===== config.mk =====
export PLATFORM = sky130hd
export DESIGN_NAME = vcve2_vec_ex_seq
export DESIGN_NICKNAME = d
export VERILOG_FILES = /design/src/rtl/vcve2_vec_ex_seq.sv
export SDC_FILE = /design/constraint.sdc
export NUM_CORES = 1
export LEC_CHECK = 0
export BUFFER_PORTS_ARGS = -buffer_cell sky130_fd_sc_hd__buf_2
export CAP_MARGIN = 20
export CORE_MARGIN = 3
export CORE_UTILIZATION = 30
export CTS_BUF_LIST = sky130_fd_sc_hd__clkbuf_16
export DETAILED_ROUTE_END_ITERATION = 12
export GPL_ROUTABILITY_DRIVEN = 0
export PLACE_DENSITY_LB_ADDON = 0.25
export SETUP_SLACK_MARGIN = 0.4
export SLEW_MARGIN = 20
export SYNTH_ARGS = -nofsm -noshare
export SYNTH_HDL_FRONTEND = slang
export SYNTH_SLANG_ARGS = --single-unit

===== constraint.sdc =====
create_clock -name clk_i -period 2.09 [get_ports clk_i]
set_input_delay 0.209 -clock clk_i [delete_from_list [all_inputs] [get_ports clk_i]]
set_output_delay 0.209 -clock clk_i [all_outputs]
set_load 0.1 [all_outputs]

===== src/rtl/vcve2_vec_ex_seq.sv =====
`default_nettype none
// +-------------------------------------------------------------------------+
// | Module   : vcve2_vec_ex_seq                                             |
// | Purpose  : Steps one vector instruction through the scalar EX block one |
// |            32-bit word at a time with byte-masked write-back strobes.   |
// | Revision : 1.0 - initial release                                        |
// +-------------------------------------------------------------------------+
module vcve2_vec_ex_seq #(
   parameter int VLEN = 128
) (
   input  logic                                         clk_i,
   input  logic                                         rst_ni,
   input  logic                                         start_i,
   input  logic [$clog2(VLEN/8):0]                      vl_i,
   input  logic [2:0]                                   vsew_i,
   input  logic                                         kill_i,
   input  logic                                         ex_valid_i,
   output logic                                         ready_o,
   output logic                                         busy_o,
   output logic                                         ex_req_o,
   output logic                                         first_cycle_o,
   output logic [((VLEN/32 > 1) ? $clog2(VLEN/32) : 1)-1:0] word_idx_o,
   output logic [2:0]                                   vsew_o,
   output logic                                         wr_en_o,
   output logic [3:0]                                   wr_be_o,
   output logic                                         done_o,
   output logic                                         illegal_o
);

   localparam int c_nw        = VLEN / 32;
   localparam int c_vlw       = $clog2(VLEN/8) + 1;
   localparam int c_iw        = (c_nw > 1) ? $clog2(c_nw) : 1;
   localparam int c_bw        = c_vlw + 3;
   localparam int c_max_bytes = VLEN / 8;

   typedef enum logic [1:0] {
      S_IDLE = 2'd0,
      S_EXEC = 2'd1,
      S_DONE = 2'd2
   } state_t;

   state_t            r_state;
   state_t            w_state_nxt;
   logic [c_iw-1:0]   r_idx;
   logic [c_iw-1:0]   r_last_idx;
   logic [1:0]        r_tail;
   logic [2:0]        r_vsew;
   logic              r_illegal;
   logic              r_first;

   logic [c_bw-1:0]   w_bytes;
   logic [c_bw-1:0]   w_bytes_m1;
   logic              w_illegal;
   logic              w_accept;
   logic              w_advance;
   logic              w_last;
   logic [3:0]        w_tail_be;
   logic              w_unused;

   // Length arithmetic on the issue-time inputs; only consumed on accept.
   assign w_bytes    = c_bw'(vl_i) << vsew_i[1:0];
   assign w_bytes_m1 = w_bytes - c_bw'(1);
   assign w_illegal  = vsew_i[2] | (&vsew_i[1:0]) | (w_bytes > c_bw'(c_max_bytes));
   assign w_unused   = ^{w_bytes_m1[c_bw-1:c_iw+2], w_bytes_m1[1:0]};

   assign w_last = (r_idx == r_last_idx);

   always_comb begin
      w_tail_be = 4'b1111;
      case (r_tail)
         2'd1:    w_tail_be = 4'b0001;
         2'd2:    w_tail_be = 4'b0011;
         2'd3:    w_tail_be = 4'b0111;
         default: w_tail_be = 4'b1111;
      endcase
   end

   always_comb begin
      w_state_nxt   = r_state;
      w_accept      = 1'b0;
      w_advance     = 1'b0;
      ex_req_o      = 1'b0;
      first_cycle_o = 1'b0;
      wr_en_o       = 1'b0;
      wr_be_o       = 4'b0000;
      done_o        = 1'b0;
      illegal_o     = 1'b0;
      case (r_state)
         S_IDLE: begin
            if (start_i && !kill_i) begin
               w_accept    = 1'b1;
               w_state_nxt = (w_illegal || (vl_i == '0)) ? S_DONE : S_EXEC;
            end
         end
         S_EXEC: begin
            ex_req_o = 1'b1;
            if (kill_i) begin
               w_state_nxt = S_IDLE;
            end else begin
               first_cycle_o = r_first;
               if (ex_valid_i) begin
                  wr_en_o = 1'b1;
                  wr_be_o = w_last ? w_tail_be : 4'b1111;
                  if (w_last) begin
                     w_state_nxt = S_DONE;
                  end else begin
                     w_advance = 1'b1;
                  end
               end
            end
         end
         S_DONE: begin
            w_state_nxt = S_IDLE;
            if (!kill_i) begin
               done_o    = 1'b1;
               illegal_o = r_illegal;
            end
         end
         default: w_state_nxt = S_IDLE;
      endcase
   end

   always_ff @(posedge clk_i or negedge rst_ni) begin
      if (!rst_ni) begin
         r_state    <= S_IDLE;
         r_idx      <= '0;
         r_last_idx <= '0;
         r_tail     <= 2'b00;
         r_vsew     <= 3'b000;
         r_illegal  <= 1'b0;
         r_first    <= 1'b0;
      end else begin
         r_state <= w_state_nxt;
         if (w_accept) begin
            r_vsew     <= vsew_i;
            r_illegal  <= w_illegal;
            r_last_idx <= w_bytes_m1[c_iw+1:2];
            r_tail     <= w_bytes[1:0];
            r_idx      <= '0;
            r_first    <= 1'b1;
         end else if (w_advance) begin
            r_idx   <= r_idx + c_iw'(1);
            r_first <= 1'b1;
         end else begin
            r_first <= 1'b0;
         end
      end
   end

   assign ready_o    = (r_state == S_IDLE);
   assign busy_o     = (r_state != S_IDLE);
   assign word_idx_o = r_idx;
   assign vsew_o     = r_vsew;

endmodule
`default_nettype wire


==> impl_metrics.csv, run 1 <==
group,metric,value,unit
synth,synth.distinct_cells,39,
pwr,switchingPower,0.0003752,W
global_routing,grt_pass1_vias,742,
cts,cts_buffers,3,
sta,tns,0,ns
die,num_io_pins,29,
cts,numClockSinks,13,
drt,first_pass_iters,4,
synth,ys_ff_latch,13,
synth,synth-compound-area-share,0.1816,
sta,fin_skew,0.002233,ns
place,portBuffers,28,
layout,final_cell_mix,"21 x buf_2, 10 x dfrtp_1, 8 x nand2_1",
die,rows,19,
cts,clk_latency,0.24,ns
synth,yosysSeqAreaShare,0.3688,
layout,antenna_cells,0,
die,start_util,0.3171,
cts,clk_pin_slew,0.04,ns
die,design.die.area,3627,um^2
global_routing,antenna_found_initial,0,
critical_path,crit_path_end_kind,"output port",
flow_run,max-cap-violations,0,
synth,synth.top_cell.area_share,0.3688,
layout,final_nets,141,
run_status,status,"completed",
pwr,power_frac_comb,0.348,
synth,synthSimpleGateAreaFrac,0.2113,
synth,synthAdderAreaFrac,0.02837,
synth,yosysTopAreaCell,"dfrtp_1",
global_routing,grt_pass1_wl,3.263,mm
cts,cts_tree,"yes",
sta,max_freq,594.2,MHz
sta,min_period_over_period,0.8052,
layout,areaGrowthSynthToFinish,49.50,%
pwr,power_frac_seq,0.302,
drt,drc_errors,0,
global_routing,grt_max_degree,19,
critical_path,cp-start-kind,"register",
drt,num_vias,771,
sta,worst_pin_slew,0.4869,ns
synth,synth_ff_type,"dfrtp_1",
die,fp.dieW,60.23,um
synth,synthTopCellsByArea,"dfrtp_1 37%, mux2_2 5.1%, o21ai_0 4.0%, nand2_1 3.4%, clkbuf_8 3.1%",
critical_path,worstPathRequired,1.88,ns
sta,min_period,1.683,ns
layout,layout_commonest_cell,"buf_2",
layout,fin_util,0.4741,
synth,async_flop_share,1.000,
pwr,powerDensity,773.2,nW/um^2
layout,drive_gt1_frac,0.4880,
critical_path,worst_ep_arrival_time,1.47,ns
sta,finalSetupViolCount,0,
sta,relSlewSlack,0.6776,
drt,viasPerCell,4.942,
pwr,pwr-share-clk,0.350,
cts,clockBufferDepth,2,
synth,synth_area,882.1,um^2
die,die_y,60.23,um
synth,synth_mux_area_frac,0.07376,
pwr,intPower,0.0006444,W
synth,avgSynthCellArea,9.485,um^2
global_routing,grt-ovfl-total,0,
synth,synth-warning-count,0,
pwr,p_leak,0.5978,nW
synth,synth_nets,108,
synth,synth_edf_count,0,
drt,drt_iter0_drc,13,
global_routing,grtUsageTotal,0.1221,
synth,synth_top_family_by_area,"simple AND/OR/NAND/NOR gates",
critical_path,critPathKind,"reg -> out",
min_path,hp-class,"in -> reg",
sta,rsz0062_at_grt,"yes",
sta,drv_slew,0,
pwr,ir_drop,565.8,uV
drt,wl_per_cell,12.51,um
sta,finalHoldViolCount,0,
die,coreArea,2781,um^2
place,hpwl,1.452,mm
drt,ant_nets,0,
cts,htreeDepth,1,
critical_path,path_max_fanout,7,
drt,wirelength,1.951,mm
synth,syn_inst,93,
cts,root_buffer,"clkbuf_16",
pwr,switching_share,0.3680,
synth,synth_xor_area_frac,0.04965,
[state kept, by name (all words and copies together) (netlist names)]
register    flops
vsew_o          3
r_last_idx      2
r_state         2
r_tail          2
word_idx_o      2
r_first         1
r_illegal       1
[metal layers]
layer  vias up  wire length (um)  track usage
met5         -                 0            0
met4         0                76      0.08544
met3         7               127      0.02160
met2        31               813       0.1806
met1       347               934       0.1588
li1        386                 -            -
[kinds of logic after synthesis]
kind of cell / after synthesis
AND/OR/NAND/NOR: 34
XOR/XNOR: 5
AO/OA/AOI/OAI: 23
buffers and inverters: 10
multiplexers: 6
flip-flops: 13
adder cells (fa/ha/maj): 2
[cell type report]
type	count	area [um^2]
clock buffers	3	75.07
clock inverters	1	3.754
fillers	258	1463
inverters	5	26.28
multi-input cells	70	576.8
flip-flops and latches	13	334.1
well taps	31	38.79
repair buffers	33	264.0
[worst max-delay path, cell delays in order (launching register included)]
cell	delay, ns
dfrtp_4	0.49
xor2_2	0.17
nor2_1	0.07
buf_4	0.17
a21oi_4	0.15
buf_12	0.19
[what timing repair did]
action | 4_1_cts | 5_1_grt
buffers inserted | 1 | 1
cloned | 0 | 0
resized for setup | 2 | 7
hold buffers | 1 | 0
pin swaps | 0 | 1
hold endpoints to repair | 13 | 0
endpoints found under the setup margin | 5 | 8
[power groups by stage]
stage          combinational [W]  sequential (W)  clock [W]
2_1_floorplan           0.000190        0.000395          0
3_3_place_gp            0.000340        0.000307          0
3_5_place_dp            0.000345        0.000307          0
4_1_cts                 0.000350        0.000306   0.000364
5_1_grt                 0.000378        0.000313   0.000374
6_report                0.000354        0.000308   0.000357
[Yosys cell counts (2+ instances only)]
library cell  count
buf_6             2
nor2_1            5
xnor2_1           2
nand2_1           8
xor2_1            3
inv_1             5
and2_1            2
nor3b_1           2
nor2b_1           3
mux2_2            4
a21oi_1           3
mux2i_1           2
clkbuf_8          2
nand3_1           3
o31ai_1           2
nor3_1            2
o21ai_0           7
o21a_1            2
dfrtp_1          13
ha_1              2
[through the flow]
step,std cells,setup slack (ns),cell area (um^2),hold slack [ns],total power (W)
after floorplan,93,0.01439,965.9,-0.08659,0.0005853
after global placement,149,0.5745,1177,0.1151,0.0006474
after detailed placement,149,0.5322,1177,0.1193,0.0006526
after CTS,155,0.4009,1284,0.2433,0.001020
after global routing,156,0.3593,1319,0.2601,0.001064
final,156,0.4072,1319,0.2461,0.001020
[worst paths after layout]
path,start,end,slack (ns),cells after the start
setup / recovery,word_idx_o[1]$_DFFE_PN0P_,wr_be_o[1],0.41,5
hold / removal,vsew_i[2],vsew_o[2]$_DFFE_PN0P_,0.25,2
setup reg to reg,word_idx_o[1]$_DFFE_PN0P_,word_idx_o[1]$_DFFE_PN0P_,0.59,6
hold reg to reg,r_tail[1]$_DFFE_PN0P_,r_tail[1]$_DFFE_PN0P_,0.49,2
max in group asynchronous,rst_ni,word_idx_o[1]$_DFFE_PN0P_,1.45,2
min in group asynchronous,rst_ni,r_last_idx[0]$_DFFE_PN0P_,0.38,2
Note: power is estimated with default switching activity, not from simulation.
==> run 2: changes to the inputs <==
Clock period 2.09 ns to 1.6 ns, I/O delays scaled along.
==> run 2 against run 1 <==
Effect of this change:
- the run now ends with negative setup slack left
- largest power group is now combinational cells
- non-clock buffer count is 14 higher
- highest routed layer unchanged
- final area is 30% higher
- first-iteration DRC count is 110% higher
- cell count is 9.6% higher
==> impl_metrics.csv, run 2 (same netlist as run 1, synthesis figures left out) <==
group,metric,value,unit
sta,min_period,1.647,ns
pwr,power_frac_seq,0.276,
cts,clk_pin_slew,0.05,ns
min_path,hp-class,"in -> reg",
sta,drv_slew,0,
run_status,violations,"negative setup slack",
layout,layout_commonest_cell,"buf_2",
drt,num_vias,894,
pwr,intPower,0.0009546,W
place,hpwl,1.537,mm
critical_path,critPathKind,"reg -> out",
pwr,power_frac_comb,0.417,
layout,final_nets,156,
critical_path,cp_slowest_cell,"dfrtp_4",
die,num_io_pins,29,
cts,root_buffer,"clkbuf_16",
flow_run,max-cap-violations,0,
critical_path,cp_num_buf_inv,2,
critical_path,worst_ep_arrival_time,1.49,ns
drt,wl_per_cell,14.51,um
run_status,status,"finished, violations left",
layout,fin_util,0.6154,
drt,viasPerCell,5.228,
layout,largest_register_ffs,3,
layout,final_cell_mix,"13 x buf_2, 12 x buf_12, 11 x buf_6",
global_routing,grt-ovfl-total,0,
layout,areaGrowthSynthToFinish,94.04,%
sta,fin_skew,0.002134,ns
drt,ant_nets,0,
critical_path,cp-start-kind,"register",
global_routing,grtUsageTotal,0.1492,
sta,relSlewSlack,0.6798,
critical_path,slowest_delay,0.50,ns
critical_path,worstPathRequired,1.44,ns
die,rows,19,
pwr,pwr-share-clk,0.307,
drt,first_pass_iters,4,
pwr,switchingPower,0.0005623,W
sta,finalWorstSetupSlack,-0.04712,ns
die,die_y,60.23,um
cts,htreeDepth,1,
sta,rsz0062_at_grt,"yes",
drt,drc_errors,0,
global_routing,grt_max_degree,14,
drt,drt_iter0_drc,27,
pwr,switching_share,0.3707,
cts,clk_latency,0.24,ns
layout,antenna_cells,0,
sta,min_period_over_period,1.029,
cts,cts_buffers,3,
global_routing,grt_pass1_vias,864,
sta,max_freq,607.1,MHz
critical_path,path_max_fanout,2,
critical_path,worstPathCellList,"xor2_4 -> nor2_4 -> buf_6 -> a21oi_4 -> buf_12",
pwr,p_leak,0.7476,nW
layout,drive_gt1_frac,0.6500,
sta,worst_pin_slew,0.4836,ns
die,start_util,0.3171,
place,portBuffers,28,
global_routing,grt_pass1_wl,4.043,mm
global_routing,antenna_found_initial,0,
critical_path,critical_path.top_delay_family,"flip-flops",
critical_path,crit_path_end_kind,"output port",
die,coreArea,2781,um^2
pwr,powerDensity,886.2,nW/um^2
sta,finalHoldViolCount,0,
pwr,ir_drop,602.7,uV
sta,finalSetupViolCount,2,
cts,clockBufferDepth,2,
sta,fin_hold_ws,0.1958,ns
cts,numClockSinks,13,
die,design.die.area,3627,um^2
cts,cts_tree,"yes",
drt,wirelength,2.482,mm
die,fp.dieW,60.23,um
run 2: cell count changes in the layout (fill, tap and decap cells not counted), moves of 4 or more:
cell,previous run,this run
buf_2,21,13
nand2_1,8,4
buf_6,1,11
buf_12,5,12
buf_4,3,7
run 2: cell type report:
type / instances / area, um^2
multi-input cells: 71 / 711.9
fillers: 220 / 1070
clock buffers: 3 / 75.07
repair buffers: 47 / 521.8
inverters: 5 / 26.28
flip-flops and latches: 13 / 334.1
well taps: 31 / 38.79
clock inverters: 1 / 3.754
run 2: timing repair:
action | 4_1_cts | 5_1_grt
pin swaps | 12 | 10
hold buffers | 1 | 0
endpoints found under the setup margin | 26 | 27
cloned | 1 | 0
resized for setup | 45 | 17
hold endpoints to repair | 13 | 0
setup buffers | 13 | 1
run 2: worst register-to-register path, cell delays in order, from the launching register on:
cell and delay, ns:
dfrtp_1 0.41, buf_6 0.14, or2_4 0.24, clkinvlp_4 0.13, nand3b_4 0.16, mux2_4 0.33
run 2: final timing paths:
path | from | to | slack [ns] | depth (start not counted)
max | word_idx_o[1]$_DFFE_PN0P_ | wr_be_o[1] | -0.05 | 5
min | vsew_i[2] | vsew_o[2]$_DFFE_PN0P_ | 0.20 | 2
max reg2reg | r_state[1]$_DFFE_PN0P_ | vsew_o[2]$_DFFE_PN0P_ | 0.07 | 5
min reg2reg | r_tail[1]$_DFFE_PN0P_ | r_tail[1]$_DFFE_PN0P_ | 0.49 | 2
max in group asynchronous | rst_ni | word_idx_o[1]$_DFFE_PN0P_ | 1.01 | 2
min in group asynchronous | rst_ni | word_idx_o[0]$_DFFE_PN0P_ | 0.33 | 2
run 2: metrics by stage:
step	instance area, um^2	setup WS (ns)	TNS [ns]	power [W]	instances
final	1712	-0.04712	-0.08930	0.001517	171
after CTS	1639	-0.02808	-0.03784	0.001479	170
after detailed placement	1252	0.08447	0	0.0008737	151
after global routing	1712	-0.1032	-0.2253	0.001588	171
after global placement	1252	0.1358	0	0.0008675	151
after floorplan	965.9	-0.4754	-6.705	0.0007635	93
run 2: power groups by stage:
stage / registers [W] / logic [W] / clock network, W
finish: 0.000418 / 0.000633 / 0.000466
global route: 0.000422 / 0.000670 / 0.000496
CTS: 0.000411 / 0.000596 / 0.000472
detailed placement: 0.000402 / 0.000471 / 0
global placement: 0.000402 / 0.000466 / 0
floorplan: 0.000515 / 0.000248 / 0
run 2: layer usage:
| metal | part of all wire | global-route usage |
|---|---|---|
| met1 | 0.41 | 0.1864 |
| met5 | 0 | 0 |
| met4 | 0.016 | 0.04747 |
| met3 | 0.062 | 0.03456 |
| met2 | 0.51 | 0.2515 |
==> run 3: changes to the inputs <==
Clock period 1.6 ns to 1.75 ns, I/O delays scaled along.
==> run 3 against run 2 <==
Effect of this change:
- the flow now finishes without violations
- clock skew up 0.0022 ns
- count of clock-buffer cells in the layout unchanged
- sequential share of layout area up 1.8 points
- sequential power down 10%
- combinational power down 18%
- power down 13%
- clock power down 9.0%
- via count down 7.8%
- worst hold slack better by 0.023 ns
- routed wire length down 9.5%
- largest cell class unchanged
- highest routed layer unchanged
==> impl_metrics.csv, run 3 (same netlist as run 1, synthesis figures left out) <==
group,metric,value,unit
sta,relSlewSlack,0.6771,
flow_run,max-cap-violations,0,
drt,drt_iter0_drc,11,
cts,htreeDepth,1,
drt,wirelength,2.246,mm
global_routing,grt-ovfl-total,0,
global_routing,antenna_found_initial,0,
place,postPlaceCellArea,1187,um^2
drt,drc_errors,0,
cts,root_buffer,"clkbuf_16",
sta,rsz0062_at_grt,"yes",
drt,viasPerCell,5.055,
die,rows,19,
layout,final_cell_area,1570,um^2
sta,min_period_over_period,0.9444,
drt,ant_nets,0,
sta,finalSetupViolCount,0,
sta,worst_pin_slew,0.4876,ns
pwr,powerDensity,839.2,nW/um^2
drt,first_pass_iters,2,
layout,drive_gt1_frac,0.6136,
cts,cts_buffers,3,
min_path,hp-class,"in -> reg",
layout,fin_util,0.5646,
layout,largest_register_ffs,3,
die,coreArea,2781,um^2
global_routing,grtUsageTotal,0.1349,
critical_path,worst_ep_arrival_time,1.48,ns
cts,clk_pin_slew,0.05,ns
layout,multi_input_area,646.9,um^2
layout,fillerInstances,248,
cts,clockBufferDepth,2,
drt,num_vias,824,
die,num_io_pins,29,
critical_path,path_max_fanout,4,
cts,cts_tree,"yes",
drt,wl_per_cell,13.78,um
sta,fin_skew,0.004333,ns
die,start_util,0.3171,
layout,final_nets,148,
critical_path,critPathKind,"reg -> out",
sta,drv_slew,0,
cts,numClockSinks,13,
global_routing,grt_pass1_wl,3.650,mm
die,fp.dieW,60.23,um
sta,finalHoldViolCount,0,
critical_path,cp-start-kind,"register",
place,portBuffers,28,
place,hpwl,1.410,mm
sta,tns,0,ns
sta,fin_hold_ws,0.2183,ns
sta,min_period,1.653,ns
cts,clk_latency,0.24,ns
pwr,ir_drop,706.7,uV
layout,areaGrowthSynthToFinish,78.01,%
sta,max_freq,605.1,MHz
layout,final_cell_mix,"16 x buf_2, 12 x buf_12, 9 x dfrtp_1",
die,design.die.area,3627,um^2
global_routing,grt_max_degree,14,
layout,antenna_cells,0,
pwr,p_leak,0.6825,nW
critical_path,worstPathRequired,1.57,ns
die,die_y,60.23,um
run_status,status,"completed",
global_routing,grt_pass1_vias,793,
layout,regArea,335.3,um^2
critical_path,crit_path_end_kind,"output port",
layout,layout_commonest_cell,"buf_2",
## run 3: cell types whose count changed in the layout (fill, tap and decap cells not counted), sizes merged
cell    before  now
clkbuf       5    4
nand3b       2    1
buf         44   38
## run 3: through the flow
step,power (W),setup WS (ns),instances
floorplan,0.0007020,-0.3066,93
global placement,0.0007777,0.2620,148
detailed placement,0.0007810,0.2164,148
CTS,0.001279,0.1145,160
global route,0.001378,0.04505,163
finish,0.001318,0.09725,163
## run 3: worst max-delay path, cell delays in order (launching register included)
cell,delay [ns]
dfrtp_4,0.49
xor2_2,0.17
nor2_1,0.08
buf_4,0.16
a21oi_4,0.14
buf_12,0.19
## run 3: timing repair
action	4_1_cts	5_1_grt
hold buffers	1	0
setup endpoints to repair	21	24
endpoints found under the hold margin	13	0
cloned	1	0
gates resized for setup	29	21
setup buffers	6	3
pin swaps	9	6
## run 3: final timing paths
kind / start / to / slack, ns / cells past startpoint
setup / recovery: word_idx_o[1]$_DFFE_PN0P_ / wr_be_o[1] / 0.1 / 5
hold / removal: vsew_i[2] / vsew_o[2]$_DFFE_PN0P_ / 0.22 / 2
setup reg to reg: word_idx_o[1]$_DFFE_PN0P_ / word_idx_o[1]$_DFFE_PN0P_ / 0.16 / 7
hold reg to reg: r_tail[1]$_DFFE_PN0P_ / r_tail[1]$_DFFE_PN0P_ / 0.49 / 2
max in group asynchronous: rst_ni / word_idx_o[1]$_DFFE_PN0P_ / 1.16 / 2
min in group asynchronous: rst_ni / word_idx_o[0]$_DFFE_PN0P_ / 0.34 / 2
## run 3: area by class of cell
class                           instances  share of cell area
Multi-Input combinational cell         70              0.4120
Timing Repair Buffer                   40              0.2829
Sequential cell                        13              0.2135
Clock buffer                            3             0.04781
Tap cell                               31             0.02470
Inverter                                5             0.01673
Clock inverter                          1            0.002390
## run 3: routing by layer
layer	up-vias	track usage	share of wire
li1	405	-	-
met1	389	0.1675	0.41
met2	28	0.2222	0.53
met3	2	0.03456	0.056
met4	0	0.05063	0.0093
met5	-	0	0
## run 3: where the power goes
group          switching, W  leakage [nW]  internal, W  total, W
logic              0.000323         0.481     0.000194  0.000517
clock network      0.000123        0.0423     0.000301  0.000424
registers         0.0000362         0.159     0.000340  0.000376
